### src/rtl/truth_table_sweeper.sv
// Programmable N_IN-input / N_OUT-output truth table that sweeps every input
// combination (binary or Gray order) over a valid/ready stream and counts zeros per channel.
module truth_table_sweeper #(
    parameter int N_IN  = 4,
    parameter int N_OUT = 3
) (
    input  logic                      clk,
    input  logic                      reset,
    input  logic                      wr_en,
    input  logic [N_IN-1:0]           wr_addr,
    input  logic [N_OUT-1:0]          wr_data,
    input  logic                      start,
    input  logic                      mode,
    output logic                      busy,
    output logic                      out_valid,
    input  logic                      out_ready,
    output logic [N_IN-1:0]           out_in,
    output logic [N_OUT-1:0]          out_f,
    output logic                      done,
    output logic [N_OUT*(N_IN+1)-1:0] zero_cnt
);

    localparam int DEPTH = 1 << N_IN;
    localparam int CW    = N_IN + 1;
    localparam logic [N_IN-1:0] LAST_IDX = '1;

    typedef enum logic [1:0] {
        IDLE,
        SWEEP,
        DONE
    } state_t;

    state_t           state;
    logic [N_IN-1:0]  idx;
    logic             gray_q;
    logic [N_OUT-1:0] tbl [DEPTH];

    logic [N_IN-1:0]  idx_next;
    logic [N_IN-1:0]  in_next;
    logic [N_OUT-1:0] row0;

    // NOTE: every always_comb output gets a value on every path, so no latch is inferred.
    always_comb begin
        idx_next = idx + N_IN'(1);
        in_next  = gray_q ? (idx_next ^ (idx_next >> 1)) : idx_next;
        // A write issued together with start must already be visible in row 0.
        row0     = (wr_en && wr_addr == '0) ? wr_data : tbl[0];
    end

    // NOTE: the table is reset on purpose (all ones = no maxterms); this costs a
    // reset mux per bit, so keep the depth small or drop the reset for large tables.
    always_ff @(posedge clk) begin
        if (reset) begin
            for (int r = 0; r < DEPTH; r++) begin
                tbl[r] <= '1;
            end
        end else if (wr_en && state == IDLE) begin
            tbl[wr_addr] <= wr_data;
        end
    end

    // NOTE: all sequential state uses non-blocking assignments so every register
    // samples pre-edge values and block ordering cannot change behaviour.
    always_ff @(posedge clk) begin
        if (reset) begin
            state     <= IDLE;
            idx       <= '0;
            gray_q    <= 1'b0;
            busy      <= 1'b0;
            out_valid <= 1'b0;
            out_in    <= '0;
            out_f     <= '0;
            done      <= 1'b0;
            zero_cnt  <= '0;
        end else begin
            case (state)
                IDLE: begin
                    if (start) begin
                        state     <= SWEEP;
                        idx       <= '0;
                        gray_q    <= mode;
                        busy      <= 1'b1;
                        out_valid <= 1'b1;
                        out_in    <= '0;
                        out_f     <= row0;
                        zero_cnt  <= '0;
                    end
                end
                SWEEP: begin
                    // out_valid is always high here, so out_ready alone completes a handshake.
                    if (out_ready) begin
                        for (int k = 0; k < N_OUT; k++) begin
                            if (!out_f[k]) begin
                                zero_cnt[k*CW +: CW] <= zero_cnt[k*CW +: CW] + CW'(1);
                            end
                        end
                        if (idx == LAST_IDX) begin
                            state     <= DONE;
                            out_valid <= 1'b0;
                            done      <= 1'b1;
                        end else begin
                            idx    <= idx_next;
                            out_in <= in_next;
                            out_f  <= tbl[in_next];
                        end
                    end
                end
                DONE: begin
                    state <= IDLE;
                    done  <= 1'b0;
                    busy  <= 1'b0;
                end
                default: state <= IDLE;
            endcase
        end
    end

endmodule

### config.mk
export PLATFORM = sky130hd
export DESIGN_NAME = truth_table_sweeper
export DESIGN_NICKNAME = d
export VERILOG_FILES = /design/src/rtl/truth_table_sweeper.sv
export SDC_FILE = /design/constraint.sdc
export NUM_CORES = 1
export LEC_CHECK = 0
export CAP_MARGIN = 25
export CORE_ASPECT_RATIO = 0.75
export CORE_MARGIN = 2
export CORE_UTILIZATION = 51
export CTS_CLUSTER_DIAMETER = 30
export DETAILED_ROUTE_END_ITERATION = 7
export HOLD_SLACK_MARGIN = 0.1
export PLACE_DENSITY = 0.75
export SLEW_MARGIN = 20
export SYNTH_ARGS = -nofsm -noshare
export SYNTH_HDL_FRONTEND = slang
export SYNTH_SLANG_ARGS = --single-unit
export TNS_END_PERCENT = 50
### constraint.sdc
create_clock -name clk -period 1.9 [get_ports clk]
set_input_delay 0.285 -clock clk [delete_from_list [all_inputs] [get_ports clk]]
set_output_delay 0.285 -clock clk [all_outputs]
set_load 0.05 [all_outputs]
==> impl_metrics.env <==
export IMPL_timing_worst_slew_pin_value_ns=0.517
export IMPL_worst_r2r_startpoint="idx[0]"
export IMPL_synthToLayoutAreaGrowth_pct=28.1
export IMPL_endpoint_kind="flip-flop"
export IMPL_fin_cells=520
export IMPL_mapped_cells=336
export IMPL_status="finished with violations"
export IMPL_path_max_fanout=13
export IMPL_post_synth_top_area_cell="sky130_fd_sc_hd__edfxtp_1"
export IMPL_placement_setup_worst_slack_ns=-0.355
export IMPL_cts_sink_count=79
export IMPL_crit_reg2reg_capture="out_f[0]"
export IMPL_grt_use_met3_pct=4.43
export IMPL_cp_arrival_ns=2.28
export IMPL_synthDominantCellAreaShare_pct=37.4
export IMPL_num_vias=2856
export IMPL_post_cts_setup_buffer_count=0
export IMPL_grt_busiest_layer="met2"
export IMPL_global_route_met1_utilization_pct=32.0
export IMPL_clkLatencyLatePin_ns=0.35
export IMPL_finalMaxSlewViolations=0
export IMPL_setup_reg_to_reg_worst_slack_ns=-0.15
export IMPL_synthesis_area_per_instance_um2=11.5
export IMPL_die_h_um=79.3
export IMPL_synth_warnings=0
export IMPL_antennaDiodeCount=0
export IMPL_initialDrtViolationCount=154
export IMPL_syn_nets=353
export IMPL_grt_setup_unrepaired="true"
export IMPL_detailed_place_hpwl_um=6470
export IMPL_seq_area_mm2=0.00207
export IMPL_tritoncts_num_buffers=9
export IMPL_violations="setup timing"
export IMPL_clock_path_buffers=2
export IMPL_timing_final_crit_period_ns=2.05
export IMPL_finalWorstSetupSlack_ns=-0.148
export IMPL_buffer_ports_inserted=37
export IMPL_synth_top_cells_by_area="sky130_fd_sc_hd__edfxtp_1, sky130_fd_sc_hd__dfxtp_1, sky130_fd_sc_hd__or2_2"
export IMPL_core_rowCount=27
export IMPL_worst_ir_drop_vdd_mv=0.447
export IMPL_multi_input_comb_area_mm2=0.00176
export IMPL_clkTransAtPathRegs_ns=0.08
export IMPL_remaining_drc_errors=0
export IMPL_synth_seq_cells=79
export IMPL_dpl_cell_area_mm2=0.00466
export IMPL_initial_core_utilization_pct=52.6
export IMPL_antenna_found_initial=0
export IMPL_power_static_leakage_nw=1.77
export IMPL_vias_per_cell=5.49
export IMPL_routability_cong=0.788
export IMPL_grt_usage_pct=22.6
export IMPL_timing_final_hold_violations=0
export IMPL_critPathRequiredTime_ns=2.13
export IMPL_routedWlPerCell_um=17.1
export IMPL_setup_viol=3
export IMPL_worstHoldPathType="reg -> reg"
export IMPL_max_freq_mhz=488
export IMPL_worst_setup_path_type="reg -> reg"
export IMPL_final_nets=431
export IMPL_num_io_pins=38
export IMPL_final_antenna_net_count=0
export IMPL_relSlewSlack_pct=65.5
export IMPL_r2r_worst_path_cells=9
export IMPL_final_setup_skew_ns=0.00443
export IMPL_cp_endpoint="out_f[0]"
export IMPL_timing_critical_path_from_type="flip-flop"
export IMPL_drt_total_wl_um=8870
export IMPL_placedCellCount=504
export IMPL_layout_cell_area_non_filler_mm2=0.00494
export IMPL_p_per_area_mw_per_mm2=760
export IMPL_cts_root_buffer="sky130_fd_sc_hd__clkbuf_8"
export IMPL_horizontal_die_dimension_um=104
export IMPL_drt_pre_antenna_iters=7
export IMPL_grt_first_pass_wirelength_um=14200
export IMPL_grt_ovfl_total=0
export IMPL_number_of_global_route_vias_before_repair=2805
export IMPL_post_synth_instance_area_mm2=0.00385
export IMPL_cts_hold_fix_buffers=0
export IMPL_timing_max_cap_violations=0
export IMPL_floorplan_die_area_mm2=0.00828
export IMPL_synth_seq_area_share_pct=53.5
export IMPL_yosys_cell_types_count=39
export IMPL_layout_filler_cells=560
export IMPL_final_min_period_over_clock_period_pct=108
export IMPL_worstSetupStartpoint="idx[0]"
export IMPL_grt_start_max_net_pins=36
export IMPL_cts_tree="done"
export IMPL_setup_tns_final_ns=-0.359
export IMPL_grt_met2_usage_pct=35.5
export IMPL_cts_max_level=3
export IMPL_ratio_of_cells_with_drive_above_1_in_the_final_layout_pct=30.1
export IMPL_design_core_area_mm2=0.00733
==> stage by stage <==
step | util (%) | power, mW | hold slack (ns)
6_report | 67.3 | 3.75 | 0.486
5_1_grt | 67.3 | 3.88 | 0.505
4_1_cts | 66.8 | 3.76 | 0.493
3_5_place_dp | 63.6 | 2.39 | 0.468
3_3_place_gp | 63.6 | 2.38 | 0.465
2_1_floorplan | - | 2.19 | 0.392
==> timing repair <==
item	in CTS	in global routing
endpoints found under the hold margin	0	0
gates resized for setup	4	13
pin swaps	0	1
setup endpoints to repair	3	72
cloned	0	0
==> critical path, cell delays in order, from the launching register on <==
cell                       delay [ns]
sky130_fd_sc_hd__dfxtp_2         0.34
sky130_fd_sc_hd__ha_4            0.18
sky130_fd_sc_hd__xnor2_4         0.13
sky130_fd_sc_hd__nor2b_2         0.16
sky130_fd_sc_hd__xnor2_2         0.15
sky130_fd_sc_hd__buf_12          0.17
sky130_fd_sc_hd__mux4_2          0.35
sky130_fd_sc_hd__o221ai_2        0.20
sky130_fd_sc_hd__o21a_1          0.18
sky130_fd_sc_hd__a211oi_2        0.07
==> cell usage after synthesis, drive strengths merged <==
master / n
edfxtp: 48
or2: 36
dfxtp: 31
nor2: 30
nand2b: 28
a21oi: 24
nand2: 19
mux4: 12
xor2: 11
clkbuf: 10
mux2i: 10
nand3: 9
nor2b: 7
buf: 6
nand4: 6
o21ai: 6
a211oi: 4
ha: 4
xnor2: 4
a22oi: 3
and3: 3
inv: 3
nor3: 3
nor3b: 3
o21a: 3
o221ai: 3
or3: 3
a31oi: 2
nand3b: 2
a21o: 1
a221oi: 1
o21bai: 1
==> logic make-up (layout without fill, tap and decap cells) <==
family          count (synthesis)  count (layout)  share of synthesized area (%)
xor+xnor                       15              15                           3.80
flops                          79              79                           53.5
fa+ha+maj                       4               4                           1.30
buf+inv                        19             102                           2.60
mux                            22              22                           10.1
compound gates                 48              48                           7.86
simple gates                  149             149                           20.9
==> cell type report <==
class | instances | share of cell area (%)
sequential | 79 | 41.8
multi-input combinational | 238 | 35.6
timing repair buffer | 83 | 15.3
clock buffer | 11 | 2.86
tap | 101 | 2.56
clock inverter | 5 | 1.65
inverter | 3 | 0.228
==> how the worst min path moves through the flow <==
stage,depth (start not counted),startpoint,endpoint
6_report,2,busy,busy
5_1_grt,2,busy,busy
4_1_cts,2,busy,busy
3_5_place_dp,2,busy,busy
3_3_place_gp,2,busy,busy
2_1_floorplan,1,out_ready,state[0]
==> layer usage <==
| metal | up-vias | share of wire [%] |
|---|---|---|
| met5 | - | 0 |
| met4 | 0 | 1.3 |
| met3 | 11 | 4.6 |
| met2 | 74 | 47 |
| met1 | 1404 | 47 |
| li1 | 1367 | - |
==> flip-flops by register name, indices dropped and copies added, names as in the netlist, 2 cells and up <==
| signal | flops |
|---|---|
| tbl | 48 |
| zero_cnt | 15 |
| out_in | 4 |
| out_f | 3 |
| state | 2 |
| idx | 3 |
==> power breakdown <==
group	internal [mW]	leakage, nW	total, mW	switching [mW]
Combinational	0.211	1.04	0.482	0.271
Sequential	1.85	0.620	1.88	0.0294
Clock	0.776	0.110	1.39	0.613
==> cells in the final DEF (no fill, tap or decap), types with 10 or more instances in the layout <==
cell / instances
sky130_fd_sc_hd__edfxtp_1: 48
sky130_fd_sc_hd__buf_4: 45
sky130_fd_sc_hd__or2_2: 36
sky130_fd_sc_hd__nor2_1: 30
sky130_fd_sc_hd__clkdlybuf4s50_1: 30
sky130_fd_sc_hd__nand2b_1: 28
sky130_fd_sc_hd__dfxtp_1: 28
sky130_fd_sc_hd__a21oi_1: 24
sky130_fd_sc_hd__nand2_1: 19
sky130_fd_sc_hd__xor2_1: 11
sky130_fd_sc_hd__clkbuf_8: 10
(Power assumes the default switching activity.)
